**src/rtl/beam_power_window_trigger_if.sv**
```systemverilog
// Sample stream, threshold, window-power and trigger handshake bundle for
// beam_power_window_trigger. The slave modport is the trigger block itself.
interface beam_power_window_trigger_if #(
    parameter int unsigned NSAMP_LOG2 = 4
);
    localparam int unsigned ACC_W = 15 + NSAMP_LOG2;

    logic [7:0]       dat_i;
    logic             valid_i;
    logic [ACC_W-1:0] thresh_i;
    logic [ACC_W-1:0] pwr_o;
    logic             pwr_valid_o;
    logic             trig_valid_o;
    logic             trig_ready_i;
    logic [ACC_W-1:0] trig_pwr_o;
    logic [7:0]       drop_cnt_o;

    modport slave (
        input  dat_i, valid_i, thresh_i, trig_ready_i,
        output pwr_o, pwr_valid_o, trig_valid_o, trig_pwr_o, drop_cnt_o
    );

    modport master (
        output dat_i, valid_i, thresh_i, trig_ready_i,
        input  pwr_o, pwr_valid_o, trig_valid_o, trig_pwr_o, drop_cnt_o
    );
endinterface

```
**src/rtl/beam_power_window_trigger.sv**
```systemverilog
// Beam power over a 2^NSAMP_LOG2-sample window of offset-binary beamsums,
// with a threshold trigger, post-trigger holdoff and valid/ready hand-off.
module beam_power_window_trigger #(
    parameter int unsigned NSAMP_LOG2 = 4,
    parameter int unsigned HOLDOFF    = 8
) (
    input  logic                       clk_i,
    input  logic                       rst_ni,
    beam_power_window_trigger_if.slave bus
);
    localparam int unsigned ACC_W = 15 + NSAMP_LOG2;
    localparam int unsigned HO_W  = (HOLDOFF > 0) ? $clog2(HOLDOFF + 1) : 1;

    typedef enum logic {IDLE, PEND} trig_state_e;

    // Squaring |dat_i - 128| gives the same result as squaring the signed value
    logic [7:0]  mag8;
    logic [14:0] mag;

    always_comb begin
        mag8 = bus.dat_i[7] ? (bus.dat_i - 8'd128) : (8'd128 - bus.dat_i);
        mag  = {7'b0, mag8};
    end

    logic [14:0] sq_q;
    logic        sq_vld_q;

    always_ff @(posedge clk_i) begin
        if (!rst_ni) begin
            sq_q     <= '0;
            sq_vld_q <= 1'b0;
        end else begin
            sq_vld_q <= bus.valid_i;
            if (bus.valid_i) begin
                sq_q <= mag * mag;
            end
        end
    end

    logic [NSAMP_LOG2-1:0] win_cnt_q;
    logic [ACC_W-1:0]      acc_q;
    logic [ACC_W-1:0]      acc_sum;
    logic [ACC_W-1:0]      pwr_q;
    logic                  pwr_vld_q;

    always_comb begin
        acc_sum = acc_q + ACC_W'(sq_q);
    end

    always_ff @(posedge clk_i) begin
        if (!rst_ni) begin
            win_cnt_q <= '0;
            acc_q     <= '0;
            pwr_q     <= '0;
            pwr_vld_q <= 1'b0;
        end else begin
            pwr_vld_q <= 1'b0;
            if (sq_vld_q) begin
                win_cnt_q <= win_cnt_q + NSAMP_LOG2'(1);
                if (win_cnt_q == '1) begin
                    pwr_q     <= acc_sum;
                    pwr_vld_q <= 1'b1;
                    acc_q     <= '0;
                end else begin
                    acc_q <= acc_sum;
                end
            end
        end
    end

    trig_state_e      state_q;
    logic             trig_vld_q;
    logic [ACC_W-1:0] trig_pwr_q;
    logic [HO_W-1:0]  hold_q;
    logic [7:0]       drop_q;

    logic crossing;
    logic armed;
    logic accept;
    logic fire;
    logic lost;

    // A crossing coinciding with acceptance of the old trigger replaces it
    always_comb begin
        crossing = pwr_vld_q && (pwr_q > bus.thresh_i);
        armed    = (hold_q == '0);
        accept   = trig_vld_q && bus.trig_ready_i;
        fire     = crossing && armed && (!trig_vld_q || accept);
        lost     = crossing && armed && trig_vld_q && !accept;
    end

    always_ff @(posedge clk_i) begin
        if (!rst_ni) begin
            state_q    <= IDLE;
            trig_vld_q <= 1'b0;
            trig_pwr_q <= '0;
            hold_q     <= '0;
            drop_q     <= '0;
        end else begin
            unique case (state_q)
                IDLE: begin
                    if (fire) begin
                        state_q    <= PEND;
                        trig_vld_q <= 1'b1;
                        trig_pwr_q <= pwr_q;
                    end
                end
                PEND: begin
                    if (fire) begin
                        trig_pwr_q <= pwr_q;
                    end else if (accept) begin
                        state_q    <= IDLE;
                        trig_vld_q <= 1'b0;
                    end
                end
            endcase

            if (fire) begin
                hold_q <= HO_W'(HOLDOFF);
            end else if (pwr_vld_q && !armed) begin
                hold_q <= hold_q - HO_W'(1);
            end

            if (lost && (drop_q != 8'hFF)) begin
                drop_q <= drop_q + 8'd1;
            end
        end
    end

    assign bus.pwr_o        = pwr_q;
    assign bus.pwr_valid_o  = pwr_vld_q;
    assign bus.trig_valid_o = trig_vld_q;
    assign bus.trig_pwr_o   = trig_pwr_q;
    assign bus.drop_cnt_o   = drop_q;
endmodule

```
**src/flat_wrapper.sv**
```systemverilog
// flat-port wrapper written by rule: the top's interface ports become plain ports
module beam_power_window_trigger_flat 
#(
    parameter int unsigned NSAMP_LOG2 = 4,
    parameter int unsigned HOLDOFF    = 8
)
  (clk_i, rst_ni, bus_dat_i, bus_valid_i, bus_thresh_i, bus_trig_ready_i, bus_pwr_o, bus_pwr_valid_o, bus_trig_valid_o, bus_trig_pwr_o, bus_drop_cnt_o);
  beam_power_window_trigger_if #(.NSAMP_LOG2(NSAMP_LOG2)) bus_i ();
  input  logic clk_i;
  input  logic rst_ni;
  input wire logic [$bits(bus_i.dat_i)-1:0] bus_dat_i;
  input wire logic [$bits(bus_i.valid_i)-1:0] bus_valid_i;
  input wire logic [$bits(bus_i.thresh_i)-1:0] bus_thresh_i;
  input wire logic [$bits(bus_i.trig_ready_i)-1:0] bus_trig_ready_i;
  output wire logic [$bits(bus_i.pwr_o)-1:0] bus_pwr_o;
  output wire logic [$bits(bus_i.pwr_valid_o)-1:0] bus_pwr_valid_o;
  output wire logic [$bits(bus_i.trig_valid_o)-1:0] bus_trig_valid_o;
  output wire logic [$bits(bus_i.trig_pwr_o)-1:0] bus_trig_pwr_o;
  output wire logic [$bits(bus_i.drop_cnt_o)-1:0] bus_drop_cnt_o;
  assign bus_i.dat_i = bus_dat_i;
  assign bus_i.valid_i = bus_valid_i;
  assign bus_i.thresh_i = bus_thresh_i;
  assign bus_i.trig_ready_i = bus_trig_ready_i;
  assign bus_pwr_o = bus_i.pwr_o;
  assign bus_pwr_valid_o = bus_i.pwr_valid_o;
  assign bus_trig_valid_o = bus_i.trig_valid_o;
  assign bus_trig_pwr_o = bus_i.trig_pwr_o;
  assign bus_drop_cnt_o = bus_i.drop_cnt_o;
  beam_power_window_trigger #(.NSAMP_LOG2(NSAMP_LOG2), .HOLDOFF(HOLDOFF)) u_core (.clk_i(clk_i), .rst_ni(rst_ni), .bus(bus_i));
endmodule
```
**config.mk**
```make
export PLATFORM = sky130hd
export DESIGN_NAME = beam_power_window_trigger_flat
export DESIGN_NICKNAME = d
export VERILOG_FILES = /design/src/rtl/beam_power_window_trigger_if.sv /design/src/rtl/beam_power_window_trigger.sv /design/src/flat_wrapper.sv
export SDC_FILE = /design/constraint.sdc
export NUM_CORES = 1
export LEC_CHECK = 0
export ABC_AREA = 0
export BUFFER_PORTS_ARGS = -buffer_cell sky130_fd_sc_hd__buf_4
export CAP_MARGIN = 30
export CORE_ASPECT_RATIO = 0.6
export CORE_MARGIN = 2
export CORE_UTILIZATION = 57
export CTS_BUF_LIST = sky130_fd_sc_hd__clkbuf_16
export CTS_CLUSTER_SIZE = 14
export DETAILED_ROUTE_END_ITERATION = 6
export PLACE_DENSITY = 0.79
export SYNTH_ARGS = -nofsm -noshare
export SYNTH_HDL_FRONTEND = slang
export SYNTH_SLANG_ARGS = --single-unit
```
**constraint.sdc**
```tcl
create_clock -name clk_i -period 5.8 [get_ports clk_i]
set_input_delay 0.29 -clock clk_i [delete_from_list [all_inputs] [get_ports clk_i]]
set_output_delay 0.29 -clock clk_i [all_outputs]
set_load 0.01 [all_outputs]
```
==> results.md, run 1 <==
- Largest net degree at the start of global routing: between 50 and 60
- Root buffer cell: clkbuf_16
- IO buf count: about 80
- H-tree levels: 3
- # resized after CTS: 0
- Peak VDD IR: around 0.21 mV
- Core footprint: between 0.01 and 0.015 mm^2
- FP Rows: 29
- Most used cell along the critical path: inv_1
- Combinational power share: between 40 and 50%
- Initial antenna violation count: 0
- CTS Sinks: ~90
- Fraction of layout cells with a size suffix above 1: around 14%
- Leakage: between 3 and 4 nW
- Critical Path End Type: flop
- CTS tree: built
- Setup Fix Bufs, Post-CTS: 0
- Worst setup SP type: primary input
- Cell family with most CP delay: adder cells
- Setup_tns: 0 ps
- Post-route DRC: 0
- Final std cells w/o fill: around 980
- Synth cell types: 60
- Int Pwr: 1.57 mW
- Final Hold Viols: 0
- Worst Max-Slew Pin Slew: between 900 and 1000 ps
- Worst-Skew Late Latency: between 300 and 400 ps
- Initial Util: between 50% and 60%
- WS Path Type: in2reg
- Req. time, crit path: around 6000 ps
- Synth area leaders: dfxtp_1 29%, ha_1 14%, fa_1 8.1%, nor2_1 5.2%, inv_1 5.0%
- Gr ovfl total: 0
- Placed Instances: between 900 and 1,000
- Vias in the first global route: between 5,000 and 6,000
- Pre-Repair DR Iteration Count: 5
- Most used DFF post-synth: dfxtp_1
- Number of synthesized flops with an enable pin: 0
- Top-area cell type share of the netlist area: between 20% and 30%
- Final Slew Violations: 0
- Final Cycle Share: 93.1%
- Cells after synthesis: ~750
- Async set-reset flop share out of synthesis: 0%
- Min cycle time layout: approximately 5400 ps
- Hold buffers post-CTS: 0
- Die Span Y: roughly 85 um
- Slowest-stage cell, CP: fa_1
- 1st-iter DRT viols: ~380
- WL per Instance: ~16 um
- Seq cells post-synth: 91
- Die Area: about 0.012 mm^2
- ANT cells: 0
- Clk slew on worst S/H paths: about 60 ps
- Synthesis Warnings: 0
- Die X: ~140 um
- Cell taking the most area after synthesis: dfxtp_1
- GR Util All Layers: 26.7%
- Most common cell in the synthesized netlist: dfxtp_1
- Gpl congestion: about 0.9
- Net Sw Power: 0.869 mW
- DP HPWL: between 10,000 and 15,000 um
- Slew HR: a little under two fifths
- Pwr/cell area: between 300 and 400 mW/mm^2
- Sequential Power Share: approximately 28%
- Area post-placement: around 0.0070 mm^2
- Hold WC Path Type: in2reg
- Critical Path Fanout Max: 4
- Fmax achieved: 0.185 GHz
- DR vias: approximately 5,600
- Max Cap Viol: 0
- Netlist Area Pre-Place: 0.00619 mm^2
- Sequential share of the synthesized area: 29.4%
- Routed Antenna Nets: 0
- Crit path cell chain: buf_4, inv_1, ha_1, a31oi_1, xor2_1, inv_1, or2_2, inv_1, fa_1, fa_1, inv_1, fa_1, fa_1, inv_1, ha_1, nor3_1, o21ai_0, a31o_2, a311oi_1, xnor2_1, mux2i_1, nor2_1
- First-pass GRT wire length: around 26,000 um
- Synth top cells by count: 91 x dfxtp_1, 85 x nor2_1, 83 x inv_1
- CP arrival: around 5600 ps
- Vias per cell: approximately 5.7
- Total Wirelength: around 15,000 um
- RSZ-0062 raised after global routing: no
- Final setup viols: 0
- Ports: 79
- Mean Syn Cell Area: roughly 8.3 um^2
- Layout net count: ~960
- Crit-path max cell delay: roughly 550 ps
- Layout area overhead: 18.4%
- Design Area, Final: around 0.0073 mm^2
- Final Skew: roughly 6 ps
- Max Buffers Root-to-Sink: 2
- CTS buffer count: 9
- Sw Share: between 30 and 40%
- Clock share of power: between 20 and 30%
- Status: finished clean
- WP buf/inv: 6
flip-flops by register name, summed over array words and instances (netlist names):
name,cells
u_core.hold_q,4
u_core.sq_vld_q,1
u_core.bus.pwr_valid_o,1
u_core.bus.drop_cnt_o,8
u_core.win_cnt_q,4
u_core.sq_q,14
u_core.bus.pwr_o,19
u_core.bus.trig_pwr_o,19
u_core.state_q,1
u_core.acc_q,19
u_core.bus.trig_valid_o,1
cells by family after synthesis:
group	share of synthesized area (%)
multiplexers	1.78
AND/OR/NAND/NOR	17.7
flip-flops	29.4
other	0.121
adder cells (fa/ha/maj)	22.4
XOR/XNOR	5.80
AO/OA/AOI/OAI	16.2
buffers and inverters	6.58
worst register-to-register path: stages, from the launching register on:
cell       delay, ps
dfxtp_1          420
ha_1             280
a211oi_1         240
nor2_1            90
a2111oi_0        620
o21ai_1          270
nand3b_1         430
buf_4            360
nand2_1          150
nor2_1           150
per-layer routing:
layer,GRT usage (%),wire [um],vias up
met5,0,0,-
met4,3.90,97,0
met3,5.48,959,12
met2,40.8,6850,164
met1,39.9,7540,2686
li1,-,-,2709
layout by cell type (no fill, tap or decap), types with 2 or more instances in the layout:
cell type | netlist | layout
nand3b_1 | 3 | 3
xnor2_1 | 25 | 25
clkbuf_16 | 0 | 9
a22oi_1 | 5 | 5
nor4_1 | 3 | 3
a211oi_1 | 14 | 14
nor2b_1 | 5 | 5
o31ai_1 | 4 | 4
clkinvlp_4 | 0 | 2
a21oi_1 | 45 | 45
a31oi_1 | 6 | 6
mux2i_1 | 11 | 11
or4_1 | 2 | 2
o21ai_0 | 44 | 44
fa_1 | 25 | 25
nand4_1 | 8 | 8
nand2_1 | 65 | 65
nor3_1 | 13 | 13
nand3_1 | 31 | 31
nor2_1 | 85 | 85
o22ai_1 | 2 | 2
buf_4 | 0 | 88
or3_1 | 3 | 3
dfxtp_1 | 91 | 91
a21o_1 | 10 | 10
a221oi_1 | 2 | 2
and2_1 | 4 | 4
xor2_1 | 16 | 16
inv_1 | 83 | 83
a22o_1 | 4 | 4
or2_2 | 6 | 6
conb_1 | 2 | 9
nand2b_1 | 5 | 5
ha_1 | 71 | 71
a311oi_1 | 2 | 2
a221o_1 | 2 | 2
o21a_1 | 5 | 5
bufinv_16 | 0 | 4
cell type report:
class	instances	area, um^2
inverters	85	319
repair buffers	88	661
flip-flops and latches	91	1820
well taps	139	174
fillers	789	3230
clock inverters	7	140
multi-input cells	556	3990
clock buffers	9	225
stage by stage:
step                      setup WS [ps]  power (mW)  hold slack, ps  util, %
after floorplan                     618        1.49             400        -
final                               399        2.44             180     69.4
after global placement              390        1.65             442     66.0
after detailed placement            108        1.71             459     66.0
after global routing                124        2.61             176     69.4
after CTS                           446        2.43             170     69.4
path summary, 6_finish.rpt:
kind	end	cells past startpoint	slack, ps	from
worst max-delay path	u_core.sq_q[12]	22	400	bus_dat_i[0]
worst min-delay path	u_core.bus.trig_valid_o	2	180	bus_trig_ready_i
worst max register to register	u_core.hold_q[1]	9	2730	u_core.bus.pwr_o[8]
worst min register to register	u_core.bus.trig_pwr_o[10]	2	470	u_core.bus.trig_pwr_o[10]
power groups by stage:
stage | clock network, mW | logic [mW] | registers [mW]
after floorplan | 0 | 0.795 | 0.691
after global placement | 0 | 0.956 | 0.698
after detailed placement | 0 | 1.01 | 0.699
after CTS | 0.722 | 1.03 | 0.684
after global routing | 0.750 | 1.17 | 0.688
final | 0.715 | 1.04 | 0.685
Power figures use the tool's default switching activity.
==> run 2: changes to the inputs <==
--- a/config.mk
+++ b/config.mk
@@ -10,11 +10,10 @@
 export CAP_MARGIN = 30
 export CORE_ASPECT_RATIO = 0.6
 export CORE_MARGIN = 2
-export CORE_UTILIZATION = 57
+export CORE_UTILIZATION = 30
 export CTS_BUF_LIST = sky130_fd_sc_hd__clkbuf_16
 export CTS_CLUSTER_SIZE = 14
 export DETAILED_ROUTE_END_ITERATION = 6
-export PLACE_DENSITY = 0.79
 export SYNTH_ARGS = -nofsm -noshare
 export SYNTH_HDL_FRONTEND = slang
 export SYNTH_SLANG_ARGS = --single-unit
==> run 2 against run 1 <==
Wire length shrank 7.4%. Clock skew about the same. Register-to-register slack improved by 110 ps. Utilization shrank 32 points. Sequential cell count stayed put. Maximum frequency up 4.3%. Clock-buffer cell count did not move. Sequential power about the same. Largest power group unchanged.
==> results.md, run 2 (synthesized netlist as in run 1, its figures left out) <==
- Hold buffers post-CTS: 0
- Layout net count: 956
- Critical Path End Type: flop
- FP Rows: 40
- Most frequent cells in the layout: 91 x dfxtp_1, 86 x buf_4, 85 x nor2_1, 83 x inv_1, 71 x ha_1
- CTS buffer count: 9
- Setup_tns: 0 ps
- Fraction of layout cells with a size suffix above 1: between 10 and 15%
- Fin util: approximately 37%
- ANT cells: 0
- Final Hold Viols: 0
- Max Cap Viol: 0
- Crit-path max cell delay: between 500 and 600 ps
- CTS tree: built
- 1st-iter DRT viols: around 280
- Req. time, crit path: around 6000 ps
- Status: finished clean
- Most used cell along the critical path: inv_1
- Worst hold endpoint: u_core.bus.trig_valid_o
- First-pass GRT wire length: roughly 24,000 um
- Routed Antenna Nets: 0
- DR vias: a little over 5,000
- Final hold slack: approximately 170 ps
- Hold WC Path Type: in2reg
- Fillers: ~2,100
- Worst setup SP type: primary input
- Pre-Repair DR Iteration Count: 7
- Clk slew on worst S/H paths: 70 ps
- Slew HR: 37.5%
- Worst reg2reg startpoint: u_core.bus.pwr_o[13]
- CP arrival: roughly 5400 ps
- Slowest-stage cell, CP: fa_1
- Die Area: around 0.022 mm^2
- Layout area overhead: 20.9%
- Post-route DRC: 0
- Final Skew: about 6.0 ps
- Commonest non-fill, non-tap cell in the layout: dfxtp_1
- Max Buffers Root-to-Sink: 2
- Initial Util: approximately 31%
- Critical Path Fanout Max: 5
- Total Wirelength: approximately 14,000 um
- IO buf count: 78
- Gpl congestion: between 0.8 and 0.9
- Die Span Y: 115 um
- RSZ-0062 raised after global routing: no
- Core footprint: around 0.020 mm^2
- H-tree levels: 3
- Worst Hold Depth: 2
- WS Path Type: in2reg
- Vias per cell: 4.69
- Peak VDD IR: 0.170 mV
- Pwr/cell area: ~320 mW/mm^2
- Worst hold start: bus_trig_ready_i
- Gr ovfl total: 0
- Reg2Reg Depth: 9
- Worst-Skew Late Latency: around 350 ps
- WL per Instance: 12.9 um
- Initial antenna violation count: 0
- CTS Sinks: just over 90
- Reg-to-reg slack, setup: approximately 2800 ps
- Min cycle time layout: slightly above 5000 ps
- Largest net degree at the start of global routing: 54
- Final setup viols: 0
- Leakage: between 3 and 4 nW
- Ports: between 70 and 80
- DP HPWL: roughly 11,000 um
- Final Slew Violations: 0
- RR Endpoint: u_core.hold_q[1]
- GR Util All Layers: a little over an eighth
- Setup Fix Bufs, Post-CTS: 0
- Vias in the first global route: between 4,000 and 5,000
- Fmax achieved: between 0.15 and 0.2 GHz
- Crit path cell chain: buf_4, inv_1, ha_1, a31oi_1, xor2_1, inv_1, buf_4, or2_2, inv_1, fa_1, xnor2_1, xnor2_1, fa_1, inv_1, fa_1, inv_1, ha_1, o21ai_0, nand2b_1, a31o_2, a311oi_1, xnor2_1, mux2i_1, nor2_1
- # resized after CTS: 0
- Root buffer cell: clkbuf_16
- Final Cycle Share: 89.2%
- CP Launch Point: bus_dat_i[0]
- Worst Max-Slew Pin Slew: roughly 940 ps
- Die X: roughly 190 um
==> run 2: cell count changes in the layout (fill, tap and decap cells not counted), sizes merged <==
cell      previous run  this run
inv                 84        86
buf                 88        86
clkinvlp             2         0
==> run 2: area by class of cell <==
| cell class | count | area, um^2 | share of cell area, % |
|---|---|---|---|
| inverter | 85 | 319 | 4.26 |
| clock buffer | 9 | 225 | 3.01 |
| tap | 273 | 342 | 4.56 |
| sequential | 91 | 1820 | 24.3 |
| clock inverter | 7 | 146 | 1.95 |
| timing repair buffer | 86 | 646 | 8.62 |
| multi-input combinational | 556 | 3990 | 53.3 |
==> run 2: worst max-delay path, delay by kind of cell <==
kind | cells | cell delay [ps]
compound gates | 4 | 1150
xor+xnor | 4 | 700
fa+ha+maj | 5 | 2030
buf+inv | 7 | 590
mux | 1 | 140
simple gates | 3 | 460
==> run 2: power breakdown <==
| group | switching (mW) | internal [mW] |
|---|---|---|
| sequential | 0.0223 | 0.663 |
| clock | 0.259 | 0.469 |
| combinational | 0.549 | 0.435 |
==> run 2: worst max path at each step <==
stage	endpoint	slack (ps)
2_1_floorplan	u_core.sq_q[12]	620
3_3_place_gp	u_core.sq_q[12]	400
3_5_place_dp	u_core.sq_q[12]	300
4_1_cts	u_core.sq_q[12]	660
5_1_grt	u_core.sq_q[12]	240
6_report	u_core.sq_q[12]	620
==> run 2: per-layer routing <==
metal	track usage (%)	up-vias	routed length (um)
met3	2.99	10	619
met2	18.9	85	5500
met1	21.4	2386	8090
met4	3.15	0	89
met5	0	-	0
li1	-	2714	-
==> run 2: per-stage QoR <==
stage	cells	setup WS (ps)	power [mW]	instance area (um^2)
2_1_floorplan	755	618	1.49	6220
3_3_place_gp	1091	396	1.68	7120
3_5_place_dp	1091	300	1.68	7120
4_1_cts	1107	661	2.42	7490
5_1_grt	1107	239	2.61	7490
6_report	1107	624	2.40	7490
==> run 3: changes to the inputs <==
==> constraint.sdc (replaced) <==
create_clock -name clk_i -period 5.1 [get_ports clk_i]
set_input_delay 0.255 -clock clk_i [delete_from_list [all_inputs] [get_ports clk_i]]
set_output_delay 0.255 -clock clk_i [all_outputs]
set_load 0.01 [all_outputs]
==> run 3 against run 2 <==
Sequential cell count unchanged. Via count increased by 1.9%. First-iteration DRC count increased by 32%. Register-to-register slack lost 1100 ps. Final cell count rose by 2.4%. Clock skew increased by 3.9 ps. Critical path depth is the same. Largest power group unchanged. Utilization grew 0.81 points. Clock-buffer cell count stayed put.
==> results.md, run 3 (synthesized netlist as in run 1, its figures left out) <==
- CTS Sinks: 91
- Final Cycle Share: 93.6%
- Layout net count: 983
- Max Cap Viol: 0
- Most frequent cells in the layout: 112 x buf_4, 91 x dfxtp_1, 85 x nor2_1, 83 x inv_1, 71 x ha_1
- CP arrival: around 5000 ps
- Initial antenna violation count: 0
- Status: finished clean
- WL per Instance: approximately 13 um
- Final setup viols: 0
- Req. time, crit path: around 5300 ps
- Vias in the first global route: 4,929
- Critical Path End Type: flop
- Worst Hold Depth: 2
- Layout area overhead: 23.6%
- Final std cells w/o fill: roughly 1,100
- Critical Path Fanout Max: 5
- Sequential Power Share: roughly 28%
- Clock share of power: between 20% and 30%
- Die Span Y: approximately 120 um
- Die Area: 0.0219 mm^2
- Net Sw Power: roughly 0.98 mW
- Wire length on met2: between 5000 and 6000 um
- GR Util All Layers: between 10% and 20%
- DP HPWL: roughly 12,000 um
- Min cycle time layout: around 4800 ps
- Final hold slack: about 130 ps
- Slowest-stage cell, CP: fa_1
- Crit path cell chain: buf_4, inv_1, ha_1, a31oi_2, xor2_1, inv_1, buf_4, or2_2, inv_1, fa_1, xnor2_2, xnor2_1, fa_1, inv_1, fa_1, inv_1, ha_1, o21ai_0, nand2b_1, a31o_2, a311oi_4, xnor2_1, mux2i_1, nor2_1
- Core footprint: 0.0201 mm^2
- Fraction of layout cells with a size suffix above 1: about 17%
- Gr ovfl total: 0
- Vias per cell: around 4.7
- Fillers: about 2,100
- IO buf count: between 70 and 80
- CTS buffer count: 9
- Commonest non-fill, non-tap cell in the layout: buf_4
- Routed Antenna Nets: 0
- Initial Util: between 30% and 40%
- FP Rows: 40
- Pwr/cell area: 359 mW/mm^2
- WS Path Type: in2reg
- Total Wirelength: roughly 15,000 um
- Clk slew on worst S/H paths: approximately 60 ps
- Final Slew Violations: 0
- Ports: between 70 and 80
- 1st-iter DRT viols: ~370
- Combinational power share: 47.5%
- Sw Share: a little over a third
- Crit-path max cell delay: approximately 550 ps
- ANT cells: 0
- Slew HR: 38.2%
- Top Layer Used: met4
- Most used cell along the critical path: inv_1
- Worst-Skew Late Latency: between 300 and 400 ps
- Fmax achieved: between 0.2 and 0.25 GHz
- Max Buffers Root-to-Sink: 2
- Worst Max-Slew Pin Slew: around 930 ps
- RSZ-0062 raised after global routing: no
- Pre-Repair DR Iteration Count: 4
- Die X: between 150 and 200 um
- DR WL met3: 748 um
- Int Pwr: 1.77 mW
- Root buffer cell: clkbuf_16
- Gpl congestion: a little over 0.8
- First-pass GRT wire length: ~25,000 um
- Peak VDD IR: roughly 0.23 mV
- Hold WC Path Type: in2reg
- DR vias: between 5,000 and 6,000
- Post-route DRC: 0
- Final Skew: just under 10 ps
- Placed Instances: 1,117
- Design Area, Final: around 0.0077 mm^2
- Area post-placement: 0.00732 mm^2
- Final Hold Viols: 0
- Setup_tns: 0 ps
- Reg2Reg Depth: 10
- Largest net degree at the start of global routing: 54
- H-tree levels: 3
- CTS tree: built
- Worst setup SP type: primary input
- Leakage: ~3.6 nW
- M1 WL: around 8300 um
- Hold buffers post-CTS: 0
-- run 3: cell count changes in the layout (fill, tap and decap cells not counted), sizes merged --
cell / delta
buf: +27
clkinv: +4
bufinv: -3
inv: -1
-- run 3: metal layers --
layer	GRT usage, %	vias to the layer above
met4	2.07	0
met3	3.69	9
met5	0	-
li1	-	2770
met2	19.8	86
met1	21.7	2429
-- run 3: worst max-delay path, delay by kind of cell --
kind	cells	cell delay (ps)
muxes	1	130
and+or+nand+nor	3	450
xor gates and xnor gates	4	600
adders and majority gates	5	2070
buffers and inverters	7	550
AOI/OAI and AO/OA	4	930
-- run 3: path summary, 6_finish.rpt --
kind / from / to / slack, ps
worst max-delay path: bus_dat_i[0] / u_core.sq_q[12] / 330
worst min-delay path: bus_trig_ready_i / u_core.bus.trig_valid_o / 130
worst max register to register: u_core.bus.pwr_o[13] / u_core.hold_q[2] / 1780
worst min register to register: u_core.acc_q[13] / u_core.acc_q[13] / 460
-- run 3: repair_timing --
action / 4_1_cts / 5_1_grt
endpoints found under the setup margin: 0 / 3
resized for setup: 0 / 5
endpoints found under the hold margin: 0 / 0
buffers inserted: 0 / 1
-- run 3: area by class of cell --
cell class,count,area [um^2],share of cell area (%)
Multi-Input combinational cell,556,4030,52.6
Tap cell,273,342,4.46
Clock inverter,7,67.6,0.883
Inverter,85,319,4.17
Sequential cell,91,1820,23.8
Clock buffer,9,225,2.94
Timing Repair Buffer,113,852,11.1
-- run 3: through the flow --
| stage | setup WS [ps] | util [%] | total power, mW |
|---|---|---|---|
| floorplan | 29.2 | - | 1.70 |
| global placement | -87.9 | 36.3 | 2.07 |
| detailed placement | -157 | 36.4 | 2.08 |
| CTS | 192 | 37.9 | 2.75 |
| global route | 19.4 | 38.0 | 3.00 |
| finish | 328 | 38.0 | 2.75 |
-- run 3: power groups by stage --
stage	sequential [mW]	combinational (mW)	clock, mW
global placement	0.794	1.28	0
floorplan	0.786	0.915	0
CTS	0.778	1.30	0.678
detailed placement	0.794	1.29	0
global route	0.784	1.50	0.714
finish	0.779	1.30	0.664
